`config.mk`:
```
export PLATFORM = sky130hd
export DESIGN_NAME = tmds_encoder
export DESIGN_NICKNAME = d
export VERILOG_FILES = /design/src/rtl/tmds_pkg.sv /design/src/rtl/tmds_popcnt8.sv /design/src/rtl/tmds_encoder.sv
export SDC_FILE = /design/constraint.sdc
export NUM_CORES = 1
export LEC_CHECK = 0
export CAP_MARGIN = 0
export CORE_MARGIN = 4
export CORE_UTILIZATION = 59
export CTS_BUF_LIST = sky130_fd_sc_hd__clkbuf_16
export CTS_CLUSTER_SIZE = 10
export DETAILED_ROUTE_END_ITERATION = 8
export PLACE_DENSITY = 0.84
export RECOVER_POWER = 25
export SYNTH_ARGS = -nofsm -noshare
export SYNTH_HDL_FRONTEND = slang
export SYNTH_HIERARCHICAL = 1
export SYNTH_SLANG_ARGS = --single-unit
export TNS_END_PERCENT = 50
```
`constraint.sdc`:
```
create_clock -name clk -period 4.6 [get_ports clk]
set_input_delay 0.46 -clock clk [delete_from_list [all_inputs] [get_ports clk]]
set_output_delay 0.46 -clock clk [all_outputs]
set_load 0.01 [all_outputs]
```
`src/rtl/tmds_pkg.sv`:
```
// Shared constants and stage-1 payload for the TMDS 8b/10b channel encoder.
// TMDS_TERC4_EN adds the TERC4 auxiliary fields to the stage-1 payload.
package tmds_pkg;

    localparam int unsigned SYM_W  = 10;
    localparam int unsigned DATA_W = 8;

    // Blanking control tokens, indexed by {c1, c0}
    localparam logic [SYM_W-1:0] CTL_00 = 10'b1101010100;
    localparam logic [SYM_W-1:0] CTL_01 = 10'b0010101011;
    localparam logic [SYM_W-1:0] CTL_10 = 10'b0101010100;
    localparam logic [SYM_W-1:0] CTL_11 = 10'b1010101011;

    localparam logic [SYM_W-1:0] TERC4_TBL [16] = '{
        10'b1010011100, 10'b1001100011, 10'b1011100100, 10'b1011100010,
        10'b0101110001, 10'b0100011110, 10'b0110001110, 10'b0100111100,
        10'b1011001100, 10'b0100111001, 10'b0110011100, 10'b1011000110,
        10'b1010001110, 10'b1001110001, 10'b0101100011, 10'b1011000011
    };

    typedef struct packed {
        logic [DATA_W:0] q_m;
        logic [3:0]      n1q;
        logic            de;
        logic [1:0]      c1c0;
`ifdef TMDS_TERC4_EN
        logic            ade;
        logic [3:0]      aux;
`endif
    } stage1_t;

endpackage

```
`src/rtl/tmds_popcnt8.sv`:
```
// Ones counter for an 8-bit word.
module tmds_popcnt8 (
    input  logic [7:0] data,
    output logic [3:0] count
);

    always_comb begin
        count = '0;
        for (int i = 0; i < 8; i++) begin
            count = count + 4'(data[i]);
        end
    end

endmodule

```
`src/rtl/tmds_encoder.sv`:
```
// Single-channel TMDS 8b/10b encoder, two-stage pipeline, one symbol per clock.
// Define TMDS_TERC4_EN to add the ade/aux ports and TERC4 data-island symbols.
module tmds_encoder
    import tmds_pkg::*;
#(
    parameter int unsigned CNT_W = 5
) (
    input  logic             clk,
    input  logic             rst,
    input  logic [7:0]       din,
    input  logic             c0,
    input  logic             c1,
    input  logic             de,
`ifdef TMDS_TERC4_EN
    input  logic             ade,
    input  logic [3:0]       aux,
`endif
    output logic [SYM_W-1:0] dout
);

    localparam logic signed [CNT_W-1:0] TWO = CNT_W'(2);

    logic [3:0]              n1d;
    logic [3:0]              n1m;
    logic                    dec1;
    logic                    acc;
    logic [DATA_W:0]         q_m;
    stage1_t                 s1_d;
    stage1_t                 s1_q;

    logic signed [CNT_W-1:0] cnt;
    logic signed [CNT_W-1:0] cnt_d;
    logic signed [CNT_W-1:0] n1s;
    logic signed [CNT_W-1:0] n0s;
    logic [3:0]              n0q;
    logic                    cnt_pos;
    logic                    cnt_neg;
    logic                    q8;
    logic [DATA_W-1:0]       qd;
    logic [SYM_W-1:0]        dout_d;

    tmds_popcnt8 u_pop_din (
        .data  (din),
        .count (n1d)
    );

    tmds_popcnt8 u_pop_qm (
        .data  (q_m[7:0]),
        .count (n1m)
    );

    // Transition-minimizing XOR/XNOR chain
    always_comb begin
        dec1   = (n1d > 4'd4) || ((n1d == 4'd4) && !din[0]);
        q_m    = '0;
        acc    = din[0];
        q_m[0] = acc;
        for (int i = 1; i < 8; i++) begin
            acc    = dec1 ? ~(acc ^ din[i]) : (acc ^ din[i]);
            q_m[i] = acc;
        end
        q_m[8] = ~dec1;
    end

    always_comb begin
        s1_d      = '0;
        s1_d.q_m  = q_m;
        s1_d.n1q  = n1m;
        s1_d.de   = de;
        s1_d.c1c0 = {c1, c0};
`ifdef TMDS_TERC4_EN
        s1_d.ade  = ade;
        s1_d.aux  = aux;
`endif
    end

    always_ff @(posedge clk or posedge rst) begin
        if (rst) begin
            s1_q <= '0;
        end else begin
            s1_q <= s1_d;
        end
    end

    // DC-balancing stage: choose inversion from running disparity
    always_comb begin
        dout_d  = CTL_00;
        cnt_d   = cnt;
        q8      = s1_q.q_m[8];
        qd      = s1_q.q_m[7:0];
        n0q     = 4'd8 - s1_q.n1q;
        n1s     = CNT_W'(s1_q.n1q);
        n0s     = CNT_W'(n0q);
        cnt_neg = cnt[CNT_W-1];
        cnt_pos = !cnt[CNT_W-1] && (cnt != '0);

        if (!s1_q.de) begin
            cnt_d = '0;
            unique case (s1_q.c1c0)
                2'b00:   dout_d = CTL_00;
                2'b01:   dout_d = CTL_01;
                2'b10:   dout_d = CTL_10;
                default: dout_d = CTL_11;
            endcase
`ifdef TMDS_TERC4_EN
            if (s1_q.ade) begin
                dout_d = TERC4_TBL[s1_q.aux];
            end
`endif
        end else if ((cnt == '0) || (s1_q.n1q == n0q)) begin
            dout_d = {~q8, q8, q8 ? qd : ~qd};
            cnt_d  = q8 ? (cnt + n1s - n0s) : (cnt + n0s - n1s);
        end else if ((cnt_pos && (s1_q.n1q > n0q)) || (cnt_neg && (n0q > s1_q.n1q))) begin
            dout_d = {1'b1, q8, ~qd};
            cnt_d  = cnt + (q8 ? TWO : '0) + n0s - n1s;
        end else begin
            dout_d = {1'b0, q8, qd};
            cnt_d  = cnt + n1s - n0s - (q8 ? '0 : TWO);
        end
    end

    always_ff @(posedge clk or posedge rst) begin
        if (rst) begin
            dout <= CTL_00;
            cnt  <= '0;
        end else begin
            dout <= dout_d;
            cnt  <= cnt_d;
        end
    end

endmodule

```
# --- Yosys cells after proc, flatten, opt, wreduce, memory -nomap -nowiden ---
# Index checks and enable logic that the tools add are counted.
totals:
  register_bits: 31
  input_bits: 13
  out_inout_bits: 10
  wordCells: 85
classes:
  add_sub_neg: 25
  order_cmp: 3
  eq_ne: 4
  mux: 18
  bitwise_logic: 17
  reduce_logical: 12
ops:
  columns: ["cell", "count"]
  rows:
  - ["$add A4 B1 Y4", 12]
  - ["$mux W10", 3]
  - ["$pmux W10 S3", 1]
  - ["$mux W5", 4]
  - ["$add A5 B4 Y5", 2]
  - ["$add A5 B5 Y5", 2]
  - ["$sub A5 B4 Y5", 2]
  - ["$sub A5 B5 Y5", 2]
  - ["$not A1 Y1", 9]
  - ["$gt A4 B4 Y1", 2]
  - ["$mux W8", 1]
  - ["$not A8 Y8", 1]
  - ["$mux W1", 7]
  - ["$xor A1 B1 Y1", 7]
  - ["$add A5 B2 Y5", 1]
  - ["$logic_not A5 Y1", 1]
  - ["$reduce_bool A5 Y1", 1]
  - ["$sub A5 B2 Y5", 1]
  - ["$add A1 B1 Y2", 2]
  - ["$eq A4 B3 Y1 const B", 1]
  - ["$eq A4 B4 Y1", 1]
  - ["$gt A4 B3 Y1 const B", 1]
  - ["$logic_and A1 B1 Y1", 4]
  - ["$mux W2", 2]
  - ["6 further kinds", 9]

# --- Longest topological paths before layout ---
logic_depth:
  word_depth: 30
  mapped_depth: 22
  ltp_nobuf: 22

# --- By module ---
# Netlist, hierarchy kept.
by_module_without_submodules:
  columns: ["mod", "n_inst", "cells_each", "area_each_um2", "seq_area_each_um2"]
  rows:
  - ["tmds_encoder", 1, 230, 2359.8, 782.0]
  - ["tmds_popcnt8", 2, 24, 190.2, 0.0]

# --- Least setup slack after synthesis ---
# OpenSTA, ideal clock, no wires.
synth_timing:
  path_kind: "input-to-reg"
  start: "input din[0]"
  end: "register s1_q (netlist bit n1s[2])"
  setup_ns: 0.123
  arrival_time_ns: 5.409
  t_required_ns: 4.477
  setup_slack_ns: -0.932
  path_stages: 22
  n_path_buf: 0
  cell_sequence: "inv_1 > fa_1 > fa_1 > fa_1 > inv_1 > ha_1 > inv_1 > fa_1 > inv_1 > nor2_1 > nand2_1 > a21oi_1 > xnor2_1 > inv_1 > fa_1 > fa_1 > fa_1 > inv_1 > ha_1 > inv_1 > fa_1 > xnor2_1"
synth_between:
  elab_chain_len: 30
  word_cells_on_any_way: 40
  cone_classes: "14 x add/sub; 1 x order compare; 1 x eq/ne; 7 x mux; 14 x bitwise; 3 x reduce/logical"
synth_lines:
  columns: ["element", "line", "text"]
  rows:
  - ["from (decl)", "tmds_encoder.sv:10", "input logic [7:0] din,"]
  - ["$add A1 B1 Y2 *", "tmds_popcnt8.sv:10", "count = count + 4'(data[i]);"]
  - ["$add A4 B1 Y4 * (6 in series)", "tmds_popcnt8.sv:10", null]
  - ["via n1d[1]", "tmds_encoder.sv:23", "logic [3:0] n1d;"]
  - ["branches (longest 2 deep; another with $gt A4 B3 Y1)", null, null]
  - ["$logic_or A1 B1 Y1 *", "tmds_encoder.sv:54", "dec1 = (n1d > 4'd4) || ((n1d == 4'd4) && !din[0]);"]
  - ["$mux W1 *", "tmds_encoder.sv:59", "acc = dec1 ? ~(acc ^ din[i]) : (acc ^ din[i]);"]
  - ["via q_m[1]", "tmds_encoder.sv:27", "logic [DATA_W:0] q_m;"]
  - ["branches (longest 18 deep; another with $add A4 B1 Y4)", null, null]
  - ["$add A4 B1 Y4 *", "tmds_popcnt8.sv:10", null]
  - ["via n1m[2]", "tmds_encoder.sv:24", "logic [3:0] n1m;"]
  - ["to (signal assigned)", "tmds_encoder.sv:79", "s1_q <= '0;"]
  - ["to (signal assigned)", "tmds_encoder.sv:81", "s1_q <= s1_d;"]
  - ["to (decl)", "tmds_encoder.sv:29", "stage1_t s1_q;"]
# Mark *: on every way through the listed nets, which the timed path passes.

# --- Final worst setup path ---
layout_timing:
  start: "input din[0]"
  end: "register s1_q (netlist bit n1s[1])"
layout_between:
  elab_chain_len: 30
  word_cells_on_any_way: 40
  cone_classes: "14 x add/sub; 1 x order compare; 1 x eq/ne; 7 x mux; 14 x bitwise; 3 x reduce/logical"
layout_lines:
  columns: ["element", "line"]
  rows:
  - ["$add A1 B1 Y2 *", "tmds_popcnt8.sv:10"]
  - ["$add A4 B1 Y4 * (6 in series)", "tmds_popcnt8.sv:10"]
  - ["via n1d[1]", "tmds_encoder.sv:23"]
  - ["branches (longest 2 deep; another with $gt A4 B3 Y1)", null]
  - ["$logic_or A1 B1 Y1 *", "tmds_encoder.sv:54"]
  - ["$mux W1", "tmds_encoder.sv:59"]
  - ["$xor A1 B1 Y1", "tmds_encoder.sv:59"]
  - ["$not A1 Y1", "tmds_encoder.sv:59"]
  - ["$mux W1", "tmds_encoder.sv:59"]
  - ["$xor A1 B1 Y1", "tmds_encoder.sv:59"]
  - ["$not A1 Y1", "tmds_encoder.sv:59"]
  - ["$mux W1 *", "tmds_encoder.sv:59"]
  - ["via q_m[3]", "tmds_encoder.sv:27"]
  - ["branches (longest 12 deep; another with $add A4 B1 Y4)", null]
  - ["$add A4 B1 Y4 *", "tmds_popcnt8.sv:10"]
  - ["via n1m[1]", "tmds_encoder.sv:24"]
# Marked as above.

==> results by group <==
Outcome
  • Violations in the final reports: capacitance limit, slew limit, setup timing
  • Outcome: complete, but fails checks

Finish
  • # fillers: 263
  • Utilization of the core after routing: 76.2%
  • Non-filler instance count after layout: 378
  • # diodes: 0
  • Number of nets in the finished design: 383
  • P&R area growth vs syn: 22.8%
  • Top library cells by usage in the layout, fill and taps aside: sky130_fd_sc_hd__inv_1 (56), sky130_fd_sc_hd__ha_1 (26), sky130_fd_sc_hd__dfrtp_1 (26)
  • Final design area excluding fillers: 3370 um^2
  • Share of layout cells above drive strength 1: 20.2%
  • Leading cell type in the layout, fill and taps excluded: sky130_fd_sc_hd__inv_1

Setup path
  • Arrival time of the worst setup path: 5.67 ns
  • Launching element type of the critical path: input port
  • Number of buffer and inverter stages on the critical path: 9
  • Critical Path End Type: register
  • Cell with the most instances on the worst path: sky130_fd_sc_hd__fa_1
  • Slowest stage delay, CP: 0.54 ns
  • Largest delay share family, worst path: adder cells
  • Largest fanout on the critical path: 4
  • Total number of cells along the worst setup path: 23
  • Cell-by-cell trace of the critical path: buf_8, inv_8, fa_1, fa_1, fa_1, inv_2, ha_4, inv_2, fa_1, inv_1, nor2_1, nand2_1, a21oi_4, xor2_2, inv_1, fa_1, fa_1, fa_1, inv_2, ha_4, inv_4, fa_2, inv_1
  • Slowest cell on crit path: sky130_fd_sc_hd__fa_1
  • CP Data Required Time: 4.76 ns
  • Worst R2R Path Depth: 14
  • Startpoint-to-endpoint class of the critical path: input port to register

Worst hold path
  • Hold path cells: 2
  • Class of the worst hold path: input port to register

Detailed routing
  • Violation count after the first detailed-routing iteration: 139
  • Drt total wl: 5500 um
  • Post-route DRC: 0
  • Detail-routed net length per standard cell: 14.5 um
  • Via density per instance: 5.31
  • Number of vias in the routed layout: 2,008
  • Length of the first detailed-routing pass in iterations: 4
  • Antenna viol nets, final: 0

Die
  • Effective utilization at floorplan: 62.1%
  • Die boundary height: 76.2 um
  • Floorplan row count: 24
  • Core area: 4410 um^2
  • Area enclosed by the die boundary: 5800 um^2
  • Total I/O pin count: 23
  • Horiz. Die Dim: 76.2 um

Timing
  • Clk_skew: 0.00544 ns
  • Final-report hold violation count: 0
  • Unrepaired setup endpoints after global routing: yes
  • Final critical delay including setup and external delays: 5.51 ns
  • Worst-margin pin slew: 1.58 ns
  • Total count of max-transition violations in the final report: 32
  • Slew headroom: -5.32%
  • Crit path setup slack, layout: -0.908 ns
  • Setup-violating endpoint count in the final report: 4
  • Max Freq: 182 MHz
  • Ratio of final minimum period to clock period: 120%
  • Summed negative setup slack over all endpoints: -2.85 ns

Clock network
  • Clock latency at the later pin of the worst-skew pair: 0.27 ns
  • Maximum number of buffers from clock root to sink: 2
  • Clock tree from TritonCTS: done
  • Number of clock buffers inserted by TritonCTS: 5
  • TritonCTS sink count: 31
  • Clock transition at path regs: 0.05 ns
  • Max H-tree Level: 2
  • CTS Hold Buffers Added: 0
  • Clock root buffer master: sky130_fd_sc_hd__clkbuf_16

Synthesis
  • Adder and majority cell fraction of the synthesized area: 25.2%
  • Post-synthesis average cell area: 9.86 um^2
  • Unique masters post-synth: 38
  • Post-synthesis share of cell area spent on xor and xnor gates: 12.7%
  • Multiplexer area fraction after synthesis: 2.65%
  • Synthesized-area fraction occupied by ao, oa, aoi and oai cells: 13.0%
  • Net count after synthesis: 336
  • Warning count from the yosys run: 6
  • Cell count after synthesis: 278
  • Simple-gate share of the synthesized area: 7.35%
  • Main combinational cell family by area after synthesis: adder cells
  • Post-synthesis sequential area ratio: 28.5%
  • Post-Synthesis Cell Area: 2740 um^2
  • Synthesis-stage register bit count: 31

Global routing
  • Via count of the first global-routing pass: 2,161
  • Number of antenna violations at the first check in global routing: 0
  • Pin count of the biggest net entering global routing: 32
  • Total global routing overflow: 0
  • First-pass GRT wire length: 9740 um
  • Total global routing track utilization: 20.5%

Place
  • Count of placed standard cells including taps: 366
  • Detailed Place HPWL: 4020 um
  • Number of port buffers: 22
  • Last weighted congestion value of the routability-driven placer: 0.931
  • Total cell area at the placement stage: 3140 um^2

Job
  • Number of maximum-capacitance constraint violations: 1
==> layout make-up <==
cell class	count	area [um^2]	area share (%)
clock buffers	5	125	3.72
clock inverters	3	15.0	0.446
inverters	62	243	7.21
multi-input cells	179	1740	51.8
flip-flops and latches	31	782	23.2
well taps	52	65.1	1.93
repair buffers	46	392	11.6
==> synth_stat cells <==
cell / n / share of area [%]
sky130_fd_sc_hd__a211oi_1: 1 / 0.27
sky130_fd_sc_hd__a211oi_2: 1 / 0.46
sky130_fd_sc_hd__a21o_1: 2 / 0.55
sky130_fd_sc_hd__a21oi_1: 12 / 2.2
sky130_fd_sc_hd__a21oi_4: 1 / 0.59
sky130_fd_sc_hd__a31o_1: 5 / 1.6
sky130_fd_sc_hd__buf_4: 1 / 0.27
sky130_fd_sc_hd__buf_6: 4 / 1.6
sky130_fd_sc_hd__clkbuf_1: 1 / 0.14
sky130_fd_sc_hd__dfrtp_1: 26 / 24
sky130_fd_sc_hd__dfstp_2: 5 / 4.8
sky130_fd_sc_hd__fa_1: 17 / 12
sky130_fd_sc_hd__ha_1: 28 / 13
sky130_fd_sc_hd__inv_1: 62 / 8.5
sky130_fd_sc_hd__mux2_2: 2 / 0.82
sky130_fd_sc_hd__mux2i_1: 5 / 1.8
sky130_fd_sc_hd__nand2_1: 9 / 1.2
sky130_fd_sc_hd__nand2b_1: 2 / 0.46
sky130_fd_sc_hd__nor2_1: 4 / 0.55
sky130_fd_sc_hd__nor2_2: 1 / 0.23
sky130_fd_sc_hd__nor2_4: 2 / 0.82
sky130_fd_sc_hd__nor2b_1: 2 / 0.46
sky130_fd_sc_hd__nor3_1: 5 / 0.91
sky130_fd_sc_hd__nor3_4: 1 / 0.59
sky130_fd_sc_hd__o211ai_1: 1 / 0.27
sky130_fd_sc_hd__o21a_1: 3 / 0.82
sky130_fd_sc_hd__o21ai_0: 17 / 3.1
sky130_fd_sc_hd__o21ai_2: 3 / 0.96
sky130_fd_sc_hd__o21bai_1: 1 / 0.27
sky130_fd_sc_hd__o22ai_1: 3 / 0.69
sky130_fd_sc_hd__o31a_2: 1 / 0.37
sky130_fd_sc_hd__o31ai_1: 3 / 0.82
sky130_fd_sc_hd__or3_1: 5 / 1.1
sky130_fd_sc_hd__or3_4: 1 / 0.41
sky130_fd_sc_hd__or4_1: 2 / 0.55
sky130_fd_sc_hd__xnor2_1: 19 / 6.1
sky130_fd_sc_hd__xnor2_2: 1 / 0.59
sky130_fd_sc_hd__xor2_1: 19 / 6.1
==> metrics by stage <==
| stage | setup WS (ns) | hold slack, ns |
|---|---|---|
| after floorplan | -0.827 | 0.491 |
| after global placement | -1.52 | 0.503 |
| after detailed placement | -1.71 | 0.522 |
| after CTS | -1.14 | 0.439 |
| after global routing | -0.994 | 0.448 |
| final | -0.908 | 0.447 |
==> sequential cells by signal, summed over array words and instances, names as in the netlist <==
| register | cells |
|---|---|
| dout | 10 |
| qd | 8 |
| cnt | 5 |
| n1s | 4 |
| s1_q | 3 |
| q8 | 1 |
==> repair_timing <==
item	4_1_cts	5_1_grt
pin swaps	11	15
gates resized for setup	20	8
buffers inserted	1	3
endpoints found under the hold margin	0	0
setup endpoints to repair	4	4
==> per-layer routing <==
metal / routed length (um) / GRT usage, % / vias to the layer above
li1: - / - / 982
met1: 2220 / 25.4 / 961
met2: 2860 / 35.5 / 48
met3: 248 / 3.90 / 17
met4: 166 / 6.99 / 0
met5: 0 / 0 / -
==> cell families (layout without fill, tap and decap cells) <==
logic type | Yosys count | count (layout)
muxes | 7 | 7
buffers and inverters | 68 | 116
AOI/OAI and AO/OA | 54 | 54
DFF | 31 | 31
and+or+nand+nor | 34 | 34
xor gates and xnor gates | 39 | 39
adders and majority gates | 45 | 45
==> path summary, 6_finish.rpt <==
kind                                  startpoint           endpoint  slack [ns]
worst max register to register  n1s[0]$_DFF_PP0_   cnt[4]$_DFF_PP0_        1.07
worst min-delay path                      din[0]    qd[0]$_DFF_PP0_        0.45
min in group asynchronous                    rst   cnt[4]$_DFF_PP0_        1.17
worst min register to register   qd[6]$_DFF_PP0_  dout[6]$_DFF_PP1_        0.53
max in group asynchronous                    rst    qd[1]$_DFF_PP0_        2.51
worst max-delay path                      din[0]   n1s[1]$_DFF_PP0_       -0.91
Power is left out: the tool's default activity adds up to more than one toggle a clock period on the data nets, which glitch-free logic cannot reach.
